File: config.mk
export PLATFORM = sky130hd
export DESIGN_NAME = button_conditioner
export DESIGN_NICKNAME = d
export VERILOG_FILES = /design/src/rtl/button_conditioner_pkg.sv /design/src/rtl/button_channel.sv /design/src/rtl/button_conditioner.sv
export SDC_FILE = /design/constraint.sdc
export NUM_CORES = 1
export LEC_CHECK = 0
export CAP_MARGIN = 20
export CORE_MARGIN = 4
export CORE_UTILIZATION = 45
export CTS_BUF_LIST = sky130_fd_sc_hd__clkbuf_8 sky130_fd_sc_hd__clkbuf_16
export DETAILED_ROUTE_END_ITERATION = 12
export PLACE_DENSITY = 0.7
export SYNTH_ARGS = -nofsm -noshare
export SYNTH_HDL_FRONTEND = slang
export SYNTH_SLANG_ARGS = --single-unit
export TNS_END_PERCENT = 1
File: constraint.sdc
create_clock -name clk -period 10.67 [get_ports clk]
set_input_delay 2.134 -clock clk [delete_from_list [all_inputs] [get_ports clk]]
set_output_delay 2.134 -clock clk [all_outputs]
set_load 0.01 [all_outputs]
File: src/rtl/button_conditioner_pkg.sv
// Shared definitions for the push-button conditioner.
//   rpt_state_t     : auto-repeat FSM state encoding
//   DEF_*           : default channel count, repeat mask and timing constants
//   cnt_max()       : larger of two counts, used to size the repeat counter
package button_conditioner_pkg;

    typedef enum logic [1:0] {
        ST_IDLE   = 2'd0,
        ST_DELAY  = 2'd1,
        ST_REPEAT = 2'd2
    } rpt_state_t;

    localparam int unsigned DEF_N_BTN           = 5;
    localparam int unsigned DEF_REPEAT_MASK     = 32'h0000_0003;
    localparam int unsigned DEF_DEBOUNCE_CYCLES = 65536;
    localparam int unsigned DEF_REPEAT_DELAY    = 6000000;
    localparam int unsigned DEF_REPEAT_RATE     = 1500000;

    function automatic int unsigned cnt_max(input int unsigned a, input int unsigned b);
        return (a > b) ? a : b;
    endfunction

endpackage

File: src/rtl/button_channel.sv
// One push-button channel: 2-FF synchronizer, debounce filter, press pulse
// and optional hold-to-repeat.
//   clk, reset : clock, asynchronous active-high reset
//   btn_raw    : raw asynchronous button, active-high
//   enable     : 0 suppresses pulses and parks the repeat FSM in IDLE
//   level      : debounced button state
//   pulse      : one-cycle press / repeat strobe
//
// state     | meaning
// ST_IDLE   | no repeat in progress (permanent when REPEAT_EN = 0)
// ST_DELAY  | held since the press pulse, counting to the first repeat
// ST_REPEAT | counting between subsequent repeat pulses
module button_channel
    import button_conditioner_pkg::*;
#(
    parameter int unsigned DEBOUNCE_CYCLES = DEF_DEBOUNCE_CYCLES,
    parameter int unsigned REPEAT_DELAY    = DEF_REPEAT_DELAY,
    parameter int unsigned REPEAT_RATE     = DEF_REPEAT_RATE,
    parameter bit          REPEAT_EN       = 1'b0
) (
    input  logic clk,
    input  logic reset,
    input  logic btn_raw,
    input  logic enable,
    output logic level,
    output logic pulse
);

    localparam int unsigned DW = $clog2(DEBOUNCE_CYCLES + 1);
    localparam int unsigned RW = $clog2(cnt_max(REPEAT_DELAY, REPEAT_RATE) + 1);
    localparam logic [DW-1:0] D_LAST  = DW'(DEBOUNCE_CYCLES - 1);
    localparam logic [RW-1:0] R_DELAY = RW'(REPEAT_DELAY);
    localparam logic [RW-1:0] R_RATE  = RW'(REPEAT_RATE);
    localparam logic [RW-1:0] R_ONE   = RW'(1);

    logic          sync1, sync2;
    logic [DW-1:0] dcnt;
    logic          flip, rise, fall;
    rpt_state_t    state, state_nxt;
    logic [RW-1:0] rcnt, rcnt_nxt;
    logic          pulse_nxt;

    // flip is true on the edge where the debounced level is about to toggle
    assign flip = (sync2 != level) && (dcnt == D_LAST);
    assign rise = flip & ~level;
    assign fall = flip & level;

    always_ff @(posedge clk or posedge reset) begin
        if (reset) begin
            sync1 <= 1'b0;
            sync2 <= 1'b0;
        end else begin
            sync1 <= btn_raw;
            sync2 <= sync1;
        end
    end

    always_ff @(posedge clk or posedge reset) begin
        if (reset) begin
            dcnt  <= '0;
            level <= 1'b0;
        end else if (sync2 == level) begin
            dcnt <= '0;
        end else if (dcnt == D_LAST) begin
            level <= ~level;
            dcnt  <= '0;
        end else begin
            dcnt <= dcnt + 1'b1;
        end
    end

    always_ff @(posedge clk or posedge reset) begin
        if (reset) begin
            state <= ST_IDLE;
            rcnt  <= '0;
            pulse <= 1'b0;
        end else begin
            state <= state_nxt;
            rcnt  <= rcnt_nxt;
            pulse <= pulse_nxt;
        end
    end

    always_comb begin
        state_nxt = state;
        rcnt_nxt  = rcnt;
        pulse_nxt = 1'b0;
        if (!enable) begin
            state_nxt = ST_IDLE;
            rcnt_nxt  = '0;
        end else begin
            pulse_nxt = rise;
            if (REPEAT_EN) begin
                unique case (state)
                    ST_IDLE: begin
                        if (rise) begin
                            state_nxt = ST_DELAY;
                            rcnt_nxt  = R_ONE;
                        end
                    end
                    ST_DELAY: begin
                        // a debounced release wins over a coinciding repeat
                        if (fall) begin
                            state_nxt = ST_IDLE;
                            rcnt_nxt  = '0;
                        end else if (rcnt == R_DELAY) begin
                            pulse_nxt = 1'b1;
                            state_nxt = ST_REPEAT;
                            rcnt_nxt  = R_ONE;
                        end else begin
                            rcnt_nxt = rcnt + 1'b1;
                        end
                    end
                    ST_REPEAT: begin
                        if (fall) begin
                            state_nxt = ST_IDLE;
                            rcnt_nxt  = '0;
                        end else if (rcnt == R_RATE) begin
                            pulse_nxt = 1'b1;
                            rcnt_nxt  = R_ONE;
                        end else begin
                            rcnt_nxt = rcnt + 1'b1;
                        end
                    end
                    default: begin
                        state_nxt = ST_IDLE;
                        rcnt_nxt  = '0;
                    end
                endcase
            end
        end
    end

endmodule

File: src/rtl/button_conditioner.sv
// Push-button conditioner: N_BTN independent channels, each synchronized,
// debounced and turned into press pulses, with auto-repeat on the channels
// selected by REPEAT_MASK.
//   clk, reset : clock, asynchronous active-high reset
//   btn_raw    : raw asynchronous buttons, active-high
//   enable     : 1 = pulses permitted, 0 = pulses suppressed and repeat stopped
//   level      : debounced button states
//   pulse      : one-cycle press / repeat strobes
module button_conditioner
    import button_conditioner_pkg::*;
#(
    parameter int unsigned           N_BTN           = DEF_N_BTN,
    parameter int unsigned           DEBOUNCE_CYCLES = DEF_DEBOUNCE_CYCLES,
    parameter int unsigned           REPEAT_DELAY    = DEF_REPEAT_DELAY,
    parameter int unsigned           REPEAT_RATE     = DEF_REPEAT_RATE,
    parameter logic [N_BTN-1:0]      REPEAT_MASK     = N_BTN'(DEF_REPEAT_MASK)
) (
    input  logic             clk,
    input  logic             reset,
    input  logic [N_BTN-1:0] btn_raw,
    input  logic             enable,
    output logic [N_BTN-1:0] level,
    output logic [N_BTN-1:0] pulse
);

    for (genvar i = 0; i < N_BTN; i++) begin : g_ch
        button_channel #(
            .DEBOUNCE_CYCLES(DEBOUNCE_CYCLES),
            .REPEAT_DELAY   (REPEAT_DELAY),
            .REPEAT_RATE    (REPEAT_RATE),
            .REPEAT_EN      (REPEAT_MASK[i])
        ) u_ch (
            .clk    (clk),
            .reset  (reset),
            .btn_raw(btn_raw[i]),
            .enable (enable),
            .level  (level[i]),
            .pulse  (pulse[i])
        );
    end

endmodule

==> impl_results.md, run 1 <==
- Status: complete, no violations
- Sw Ratio: 24.2%
- WHS Endpoint: g_ch[4].u_ch.sync2$_DFF_PP0_
- IO Count: 18
- TritonCTS buffer count: 17
- #FFs+latches synth: 155
- Number of remaining DRC errors: 0
- Final Hold Fails: 0
- R2R Setup Slk: about 7.5 ns
- Max-slew headroom: 49.1%
- Seq/Total Area, Yosys: 49.3%
- Setup TNS: 0 ns
- Post_cts resized: 0
- Number of global-route vias before repair: between 5000 and 6000
- Initial Utilization: between 40% and 50%
- P_sw: 335 µW
- CP startpoint kind: input port
- Dpl cells: about 1000
- GR Util All Layers: between 10% and 20%
- Worst path arrival time: around 4.8 ns
- Wire per inst: approximately 14 µm
- CTS Buffer Depth: 2
- Crit-path max FO: 24
- Via count: 5821
- Final Cell Area: 0.00888 mm²
- Routed wire length: 14800 µm
- Routed vias/inst: 5.40
- Cell count of the worst reg-to-reg path: 9
- Pin count of the biggest net entering global routing: 87
- WP buf/inv: 2
- Clk_lat worst skew: between 0.4 and 0.5 ns
- Clk slew on worst S/H paths: 0.06 ns
- Cell count after synthesis: 829
- Max cap viols: 0
- Setup Buffers After CTS: 0
- HP Start: g_ch[4].u_ch.sync1$_DFF_PP0_
- Period utilization: 42.2%
- Die Span X: 140 µm
- P_leak: 0.00365 µW
- Post-synth EDFFs: 0
- CTS tree: built
- Hold Buf Count CTS: 0
- PD cells: between 150 and 200 mW/mm²
- Finished Layout Cells: between 1000 and 1500
- Diode count: 0
- HPWL Detailed: 9500 µm
- Launching point of the worst reg2reg path: g_ch[0].u_ch.rcnt[0]$_DFFE_PP0P_
- Max Clock Skew: 0.00839 ns
- GP Congestion: 0.822
- Initial drt markers: 306
- Gr ovfl total: 0
- P_int: roughly 1000 µW
- Yosys warnings: 0
- Core box area: 0.0172 mm²
- Largest delay share family, worst path: buffers and inverters
- Share of cells above drive strength 1: 7.04%
- Async SR Flop Fraction: 100%
- Synth cell types: 65
- CTS sink cnt: 155
- Achievable Freq: 222 MHz
- Area Overhead vs Synth: 12.7%
- Avg Synthesized Cell Area: 9.50 µm²
- Row count: 48
- DR pass1 iterations: 4
- Final-report setup violation count: 0
- First-pass GRT wire length: ~27000 µm
- Synthesized cell area: 0.00788 mm²
- CP cell instances: clkdlybuf4s50_1, o31ai_1, a211oi_2, buf_4, nand2b_1, o311ai_0
- Final Hold Slack: 0.343 ns
- RSZ-0062 raised after global routing: no
- Core Util, Final: 51.5%
- Area post-placement: between 0.008 and 0.009 mm²
- Crit path kind: in2reg
- Endpoint class of the critical path: flop
- Die extent in y: 140 µm
- Main flop type after synthesis: dfrtp_1
- Crit path largest cell delay: 0.91 ns
- Layout Nets: 864
- Slowest stage cell, crit path: clkdlybuf4s50_1
- Overall die area: 0.0197 mm²
- Synth area leader: dfrtp_1
- Tmin final: 4.50 ns
- Sequential power share: 44.3%
- Slew @ Worst Pin: around 0.76 ns
- Post-route ant nets: 0
- Clock Root Buffer: clkbuf_16
- Hold path depth: 0
- R2R Path End: g_ch[0].u_ch.rcnt[11]$_DFFE_PP0P_
- Synth top area share: about half
- Slew Viols, Final: 0
- Power share of the clock group: 46.6%
- Top cells by area, synth: dfrtp_1, nor2_1, xnor2_1
- Critical Path RT: 10.97 ns
- Initial antenna violation count: 1
- Hold/Removal Path Class: reg2reg
- IR drop worst, VDD: 129 µV
- Syn nets: about 850
- IO buf count: 17
- Comb power frac: 9.1%
- H-tree levels: 4
==> routing by layer <==
metal | track usage (%) | share of wire [%] | up-vias
met3 | 4.17 | 3.5 | 21
met1 | 22.4 | 48 | 2817
met2 | 24.9 | 47 | 73
met4 | 4.28 | 1.2 | 2
met5 | 0 | 0.088 | -
li1 | - | - | 2908
==> sequential cells by signal (all words and copies together) (netlist names) <==
| register | flops |
|---|---|
| g_ch.u_ch.level | 5 |
| g_ch.u_ch.sync1 | 5 |
| g_ch.u_ch.rcnt | 46 |
| g_ch.u_ch.sync2 | 5 |
| g_ch.u_ch.pulse | 5 |
| g_ch.u_ch.dcnt | 85 |
| g_ch.u_ch.state | 4 |
==> worst max-delay path by stage <==
stage / startpoint / end / depth (start not counted)
5_1_grt: enable / g_ch[0].u_ch.rcnt[8]$_DFFE_PP0P_ / 6
4_1_cts: enable / g_ch[0].u_ch.rcnt[11]$_DFFE_PP0P_ / 6
3_5_place_dp: enable / g_ch[0].u_ch.rcnt[14]$_DFFE_PP0P_ / 6
3_3_place_gp: enable / g_ch[0].u_ch.rcnt[20]$_DFFE_PP0P_ / 6
2_1_floorplan: reset / g_ch[0].u_ch.dcnt[0]$_DFF_PP0_ / 1
6_report: enable / g_ch[0].u_ch.rcnt[11]$_DFFE_PP0P_ / 6
==> power by group through the flow <==
stage / registers, µW / clock network, µW / logic [µW]
final: 613 / 646 / 125
after global routing: 615 / 686 / 145
after CTS: 613 / 660 / 126
after detailed placement: 624 / 0 / 125
after global placement: 623 / 0 / 124
after floorplan: 620 / 0 / 98.5
==> final cells by class <==
| cell class | instances | area [µm²] |
|---|---|---|
| sequential | 155 | 3880 |
| clock buffer | 20 | 467 |
| fill | 1521 | 8360 |
| timing repair buffer | 23 | 235 |
| inverter | 32 | 125 |
| clock inverter | 12 | 171 |
| multi-input combinational | 610 | 3720 |
| tap | 225 | 282 |
==> logic make-up (layout without fill, tap and decap cells) <==
| kind of cell | count (synthesis) | in the layout | share of synthesized area, % |
|---|---|---|---|
| DFF | 155 | 155 | 49.3 |
| muxes | 4 | 4 | 0.572 |
| and+or+nand+nor | 411 | 411 | 25.7 |
| AOI/OAI and AO/OA | 94 | 94 | 8.71 |
| buffers and inverters | 64 | 87 | 3.72 |
| adders and majority gates | 17 | 17 | 2.70 |
| xor gates and xnor gates | 84 | 84 | 9.34 |
==> placed cells by master (no fill, tap or decap), drive strengths merged, types with 15 or more instances in the layout <==
| cell | synthesis | final |
|---|---|---|
| o311ai | 15 | 15 |
| nand4 | 24 | 24 |
| inv | 32 | 34 |
| o21ai | 18 | 18 |
| xor2 | 34 | 34 |
| clkdlybuf4s50 | 0 | 17 |
| nor3 | 16 | 16 |
| dfrtp | 155 | 155 |
| clkbuf | 17 | 20 |
| a21oi | 15 | 15 |
| ha | 17 | 17 |
| xnor2 | 50 | 50 |
| nand2 | 79 | 79 |
| and3 | 22 | 22 |
| nor2 | 130 | 130 |
| nand3 | 68 | 68 |
==> worst reg2reg max path, stage by stage, from the launching register on <==
cell	delay (ns)
dfrtp_1	0.43
inv_1	0.10
ha_1	0.15
nor4b_1	0.30
nand4_1	0.25
o31ai_1	0.55
a211oi_2	0.13
buf_4	0.24
nand2b_1	0.58
o311ai_0	0.24
==> Yosys cell counts (8+ instances only) <==
cell	instances
dfrtp_1	155
nor2_1	129
nand2_1	79
nand3_1	68
xnor2_1	50
xor2_1	34
inv_1	32
nand4_1	24
and3_1	22
clkbuf_1	17
ha_1	17
nor3_1	16
o21ai_0	16
a21oi_1	15
o311ai_0	14
buf_4	11
nor4_1	10
and4_1	9
a22oi_1	8
and2_1	8
or3_1	8
==> per-stage QoR <==
stage / setup WS, ns / total power (µW)
after floorplan: 4.36 / 719
after global placement: 5.88 / 747
after detailed placement: 5.74 / 749
after CTS: 6.20 / 1400
after global routing: 5.88 / 1450
final: 6.17 / 1380
(Power assumes the default switching activity.)
==> inputs of run 2 (changes only) <==
--- a/config.mk
+++ b/config.mk
@@ -10,7 +10,7 @@
 export CORE_UTILIZATION = 45
 export CTS_BUF_LIST = sky130_fd_sc_hd__clkbuf_8 sky130_fd_sc_hd__clkbuf_16
 export DETAILED_ROUTE_END_ITERATION = 12
-export PLACE_DENSITY = 0.7
+export PLACE_DENSITY = 0.72
 export SYNTH_ARGS = -nofsm -noshare
 export SYNTH_HDL_FRONTEND = slang
 export SYNTH_SLANG_ARGS = --single-unit
==> constraint.sdc (replaced) <==
create_clock -name clk -period 3.75 [get_ports clk]
set_input_delay 0.75 -clock clk [delete_from_list [all_inputs] [get_ports clk]]
set_output_delay 0.75 -clock clk [all_outputs]
set_load 0.01 [all_outputs]
==> run 2 against run 1 <==
  * Via count shrank 0.77%
  * Die area is the same
  * Sequential power grew to 2.8 times the previous value
  * Critical endpoint is now g_ch[0].u_ch.rcnt[8]$_DFFE_PP0P_
  * Largest power group unchanged
==> impl_results.md, run 2 (synthesized netlist as in run 1, its figures left out) <==
- Clk_lat worst skew: 0.42 ns
- Final Hold Fails: 0
- Setup TNS: 0 ns
- Max cap viols: 0
- Routed vias/inst: between 5 and 6
- Slew @ Worst Pin: between 0.9 and 1 ns
- Clock Root Buffer: clkbuf_16
- Hold path depth: 0
- Area Overhead vs Synth: 12.6%
- P_leak: 0.00364 µW
- GP Congestion: 0.822
- Achievable Freq: between 300 and 400 MHz
- Metal-1 WL: 7320 µm
- Slowest stage cell, crit path: nand2b_1
- Largest delay share family, worst path: simple AND/OR/NAND/NOR gates
- CTS Buffer Depth: 2
- R2R Setup Slk: 0.90 ns
- First-pass GRT wire length: 26100 µm
- Die extent in y: 140 µm
- IO buf count: 17
- Reg with most FFs: g_ch.u_ch.dcnt
- Regs by FF count: g_ch.u_ch.dcnt x85, g_ch.u_ch.rcnt x46
- Initial drt markers: 344
- Pin count of the biggest net entering global routing: 57
- Cell count of the worst reg-to-reg path: 8
- Crit-path max FO: 20
- PD cells: 434 mW/mm²
- Max reg flops: 85
- Critical path endpoint: g_ch[0].u_ch.rcnt[8]$_DFFE_PP0P_
- Number of remaining DRC errors: 0
- IO Count: 18
- Period utilization: 76.1%
- Most frequent cells in the layout: dfrtp_1, nor2_1, nand2_1, nand3_1, xnor2_1
- CP startpoint kind: flop
- DR WL met2: 6940 µm
- DR pass1 iterations: 5
- Gr ovfl total: 0
- Routed wire length: 14800 µm
- Crit path kind: reg2reg
- Commonest non-fill, non-tap cell in the layout: dfrtp_1
- Initial antenna violation count: 0
- HPWL Detailed: 9950 µm
- CTS sink cnt: 155
- Crit path largest cell delay: 0.58 ns
- R2R Path End: g_ch[0].u_ch.rcnt[8]$_DFFE_PP0P_
- IR drop worst, VDD: 340 µV
- GR Util All Layers: 15.8%
- Endpoint class of the critical path: flop
- H-tree levels: 4
- Clk slew on worst S/H paths: 0.07 ns
- Slew Viols, Final: 0
- Row count: 48
- Die Span X: approximately 140 µm
- Final-report setup violation count: 0
- Met3 routed WL: 362 µm
- Setup Buffers After CTS: 0
- Setup Slack @ Placement: around 0.71 ns
- Worst path arrival time: 3.12 ns
- TritonCTS buffer count: 17
- Share of cells above drive strength 1: about 7.6%
- Overall die area: between 0.015 and 0.02 mm²
- Wire per inst: approximately 14 µm
- Number of global-route vias before repair: 5637
- Post-route ant nets: 0
- Tmin final: between 2 and 3 ns
- Top layer in use: met4
- Launching point of the worst reg2reg path: g_ch[0].u_ch.rcnt[0]$_DFFE_PP0P_
- Hold Buf Count CTS: 0
- Max-slew headroom: between 30% and 40%
- CP cell instances: inv_1, ha_1, nor4b_1, nand4_1, o31ai_1, a211oi_2, nand2b_1, o311ai_0
- CTS tree: built
- WP buf/inv: 1
- Hold/Removal Path Class: reg2reg
- Critical Path RT: between 4 and 5 ns
- Fin worst setup slack: 0.895 ns
- RSZ-0062 raised after global routing: no
- Layout Nets: 867
- Initial Utilization: between 40% and 50%
- Status: complete, no violations
- Diode count: 0
- Max Clock Skew: 0.00765 ns
- Critical path depth: 8
- Core box area: 0.0172 mm²
- Via count: 5776
- Crit. Startpoint: g_ch[0].u_ch.rcnt[0]$_DFFE_PP0P_
- Post_cts resized: 0
## run 2: how the worst min path moves through the flow
stage                                            start                           end  slack [ns]
after floorplan           g_ch[0].u_ch.sync1$_DFF_PP0_  g_ch[0].u_ch.sync2$_DFF_PP0_        0.33
after global placement    g_ch[2].u_ch.sync1$_DFF_PP0_  g_ch[2].u_ch.sync2$_DFF_PP0_        0.34
after detailed placement  g_ch[0].u_ch.sync1$_DFF_PP0_  g_ch[0].u_ch.sync2$_DFF_PP0_        0.34
after CTS                 g_ch[2].u_ch.sync1$_DFF_PP0_  g_ch[2].u_ch.sync2$_DFF_PP0_        0.35
after global routing      g_ch[2].u_ch.sync1$_DFF_PP0_  g_ch[2].u_ch.sync2$_DFF_PP0_        0.35
final                     g_ch[2].u_ch.sync1$_DFF_PP0_  g_ch[2].u_ch.sync2$_DFF_PP0_        0.35
## run 2: layout make-up
| class | instances | area (µm²) |
|---|---|---|
| fill | 1533 | 8370 |
| sequential | 155 | 3880 |
| multi-input combinational | 610 | 3720 |
| clock buffer | 17 | 425 |
| tap | 225 | 282 |
| timing repair buffer | 26 | 263 |
| clock inverter | 15 | 179 |
| inverter | 32 | 124 |
## run 2: through the flow
stage / total power (µW) / cell area [µm²] / hold slack [ns] / cells / util [%]
finish: 3850 / 8870 / 0.349 / 1080 / 51.5
global route: 4030 / 8870 / 0.354 / 1080 / 51.5
CTS: 3900 / 8870 / 0.351 / 1080 / 51.5
detailed placement: 2140 / 8270 / 0.342 / 1048 / 48.0
global placement: 2130 / 8270 / 0.336 / 1048 / 48.0
floorplan: 2050 / 7880 / 0.331 / 829 / -
## run 2: power by group
group | internal [µW] | switching [µW] | leakage (µW)
Clock | 1010 | 741 | 0.000296
Sequential | 1710 | 37.5 | 0.00213
Combinational | 119 | 239 | 0.00122
## run 2: routing by layer
layer / GRT usage, % / vias to the layer above
li1: - / 2911
met1: 21.6 / 2790
met2: 25.2 / 62
met3: 3.31 / 13
met4: 5.71 / 0
met5: 0 / -
==> inputs of run 3 (changes only) <==
--- a/config.mk
+++ b/config.mk
@@ -10,7 +10,7 @@
 export CORE_UTILIZATION = 45
 export CTS_BUF_LIST = sky130_fd_sc_hd__clkbuf_8 sky130_fd_sc_hd__clkbuf_16
 export DETAILED_ROUTE_END_ITERATION = 12
-export PLACE_DENSITY = 0.72
+export PLACE_DENSITY = 0.7
 export SYNTH_ARGS = -nofsm -noshare
 export SYNTH_HDL_FRONTEND = slang
 export SYNTH_SLANG_ARGS = --single-unit
==> constraint.sdc (replaced) <==
create_clock -name clk -period 2.7 [get_ports clk]
set_input_delay 0.54 -clock clk [delete_from_list [all_inputs] [get_ports clk]]
set_output_delay 0.54 -clock clk [all_outputs]
set_load 0.01 [all_outputs]
==> run 3 against run 2 <==
  * Critical path depth shrank 2
  * Sequential cell count unchanged
  * Clock-buffer cell count rose by 2
  * Power increased by 38%
  * First-iteration DRC count is 1.2% lower
==> impl_results.md, run 3 (synthesized netlist as in run 1, its figures left out) <==
- Status: complete, no violations
- Slew @ Worst Pin: 0.576 ns
- Gr ovfl total: 0
- IR drop worst, VDD: 576 µV
- Pin count of the biggest net entering global routing: 54
- Max Clock Skew: 0.00477 ns
- Setup Buffers After CTS: 0
- Clk_lat worst skew: approximately 0.42 ns
- Final Hold Fails: 0
- Share of cells above drive strength 1: 8.34%
- Cell count of the worst reg-to-reg path: 6
- Row count: 48
- CTS sink cnt: 155
- First-pass GRT wire length: roughly 27000 µm
- Via count: 5885
- Slew Viols, Final: 0
- Max reg flops: 85
- Hold path depth: 0
- Routed vias/inst: 5.41
- Fin worst setup slack: 0.210 ns
- Worst path arrival time: 2.82 ns
- Final-report setup violation count: 0
- Routed wire length: 14900 µm
- FF/Latch Area: 0.00388 mm²
- PD cells: 592 mW/mm²
- Die Span X: 140 µm
- Endpoint class of the critical path: flop
- Finished Layout Cells: 1088
- Multi-input gate area: 0.00372 mm²
- IO buf count: 17
- GR Util All Layers: 16.2%
- Commonest non-fill, non-tap cell in the layout: dfrtp_1
- Diode count: 0
- Hold/Removal Path Class: reg2reg
- Clk slew on worst S/H paths: about 0.060 ns
- Tmin final: 2.49 ns
- Number of global-route vias before repair: roughly 5800
- Wire per inst: about 14 µm
- RSZ-0062 raised after global routing: no
- Hold Buf Count CTS: 0
- Regs by FF count: g_ch.u_ch.dcnt x85, g_ch.u_ch.rcnt x46
- Core box area: between 0.015 and 0.02 mm²
- Initial Utilization: 45.7%
- Area Overhead vs Synth: 13.8%
- Period utilization: 92.2%
- Crit-path max FO: 5
- Number of remaining DRC errors: 0
- Initial antenna violation count: 0
- Die extent in y: roughly 140 µm
- GP Congestion: approximately 0.81
- IO Count: 18
- Dpl cells: 1060
- Max cap viols: 0
- Overall die area: 0.0197 mm²
- Achievable Freq: around 400 MHz
- DR pass1 iterations: 5
- Setup Slack @ Placement: 0.207 ns
- Max-slew headroom: between 60% and 70%
- CP startpoint kind: flop
- P_leak: 0.00370 µW
- Core Util, Final: 52.0%
- Fillers: 1556
- Critical Path RT: between 3 and 4 ns
- HPWL Detailed: 10300 µm
- CTS tree: built
- Reg with most FFs: g_ch.u_ch.dcnt
- H-tree levels: 4
- TritonCTS buffer count: 17
- Crit path kind: reg2reg
- Clock Root Buffer: clkbuf_16
- Most frequent cells in the layout: dfrtp_1, nor2_1, nand2_1, nand3_1, xnor2_1
- Post_cts resized: 0
- Layout Nets: 879
- Initial drt markers: 340
- Setup TNS: 0 ns
- Post-route ant nets: 0
- CTS Buffer Depth: 2
[run 3: cell count changes in the layout (fill, tap and decap cells not counted)]
cell | before | now
buf_4 | 7 | 17
inv_8 | 4 | 0
buf_12 | 2 | 4
inv_6 | 4 | 0
bufinv_16 | 2 | 3
clkbuf_8 | 0 | 2
clkinv_2 | 1 | 3
inv_1 | 31 | 32
clkinv_4 | 3 | 1
[run 3: worst max-delay path, cell delays in order (launching register included)]
cell and delay [ns]:
dfrtp_1 0.43, or4b_1 0.55, nor4_1 0.48, a31o_2 0.27, nand2_1 0.11, or4_1 0.48
o21ai_0 0.09
[run 3: per-layer routing]
layer / routed length, µm / vias up / share of wire (%) / GRT usage (%)
met2: 6990 / 91 / 47 / 25.2
met1: 7230 / 2838 / 48 / 22.1
met5: 0 / - / 0 / 0
li1: - / 2940 / - / -
met4: 202 / 0 / 1.4 / 5.51
met3: 511 / 16 / 3.4 / 4.44
[run 3: cell type report]
class / count / share of cell area, %
clock buffers: 19 / 5.06
clock inverters: 9 / 1.40
inverters: 32 / 1.38
multi-input cells: 610 / 41.5
flip-flops and latches: 155 / 43.3
well taps: 225 / 3.14
repair buffers: 38 / 4.22
[run 3: where the power goes]
| group | internal, µW | switching [µW] |
|---|---|---|
| sequential | 2370 | 51.7 |
| combinational | 186 | 348 |
| clock | 1470 | 874 |
[run 3: path summary, 6_finish.rpt]
check | startpoint | end | slack, ns
hold / removal | g_ch[0].u_ch.sync1$_DFF_PP0_ | g_ch[0].u_ch.sync2$_DFF_PP0_ | 0.35
min in group asynchronous | reset | g_ch[0].u_ch.dcnt[11]$_DFF_PP0_ | 0.51
setup / recovery | g_ch[1].u_ch.rcnt[5]$_DFFE_PP0P_ | g_ch[1].u_ch.state[1]$_DFFE_PP0P_ | 0.21
max in group asynchronous | reset | g_ch[0].u_ch.rcnt[10]$_DFFE_PP0P_ | 1.53
hold reg to reg | g_ch[0].u_ch.sync1$_DFF_PP0_ | g_ch[0].u_ch.sync2$_DFF_PP0_ | 0.35
setup reg to reg | g_ch[1].u_ch.rcnt[5]$_DFFE_PP0P_ | g_ch[1].u_ch.state[1]$_DFFE_PP0P_ | 0.21
[run 3: per-stage QoR]
step / area (µm²) / total power (µW) / hold slack, ns
floorplan: 7880 / 2840 / 0.331
global placement: 8380 / 2980 / 0.334
detailed placement: 8380 / 2990 / 0.336
CTS: 8960 / 5380 / 0.350
global route: 8960 / 5570 / 0.359
finish: 8960 / 5300 / 0.347
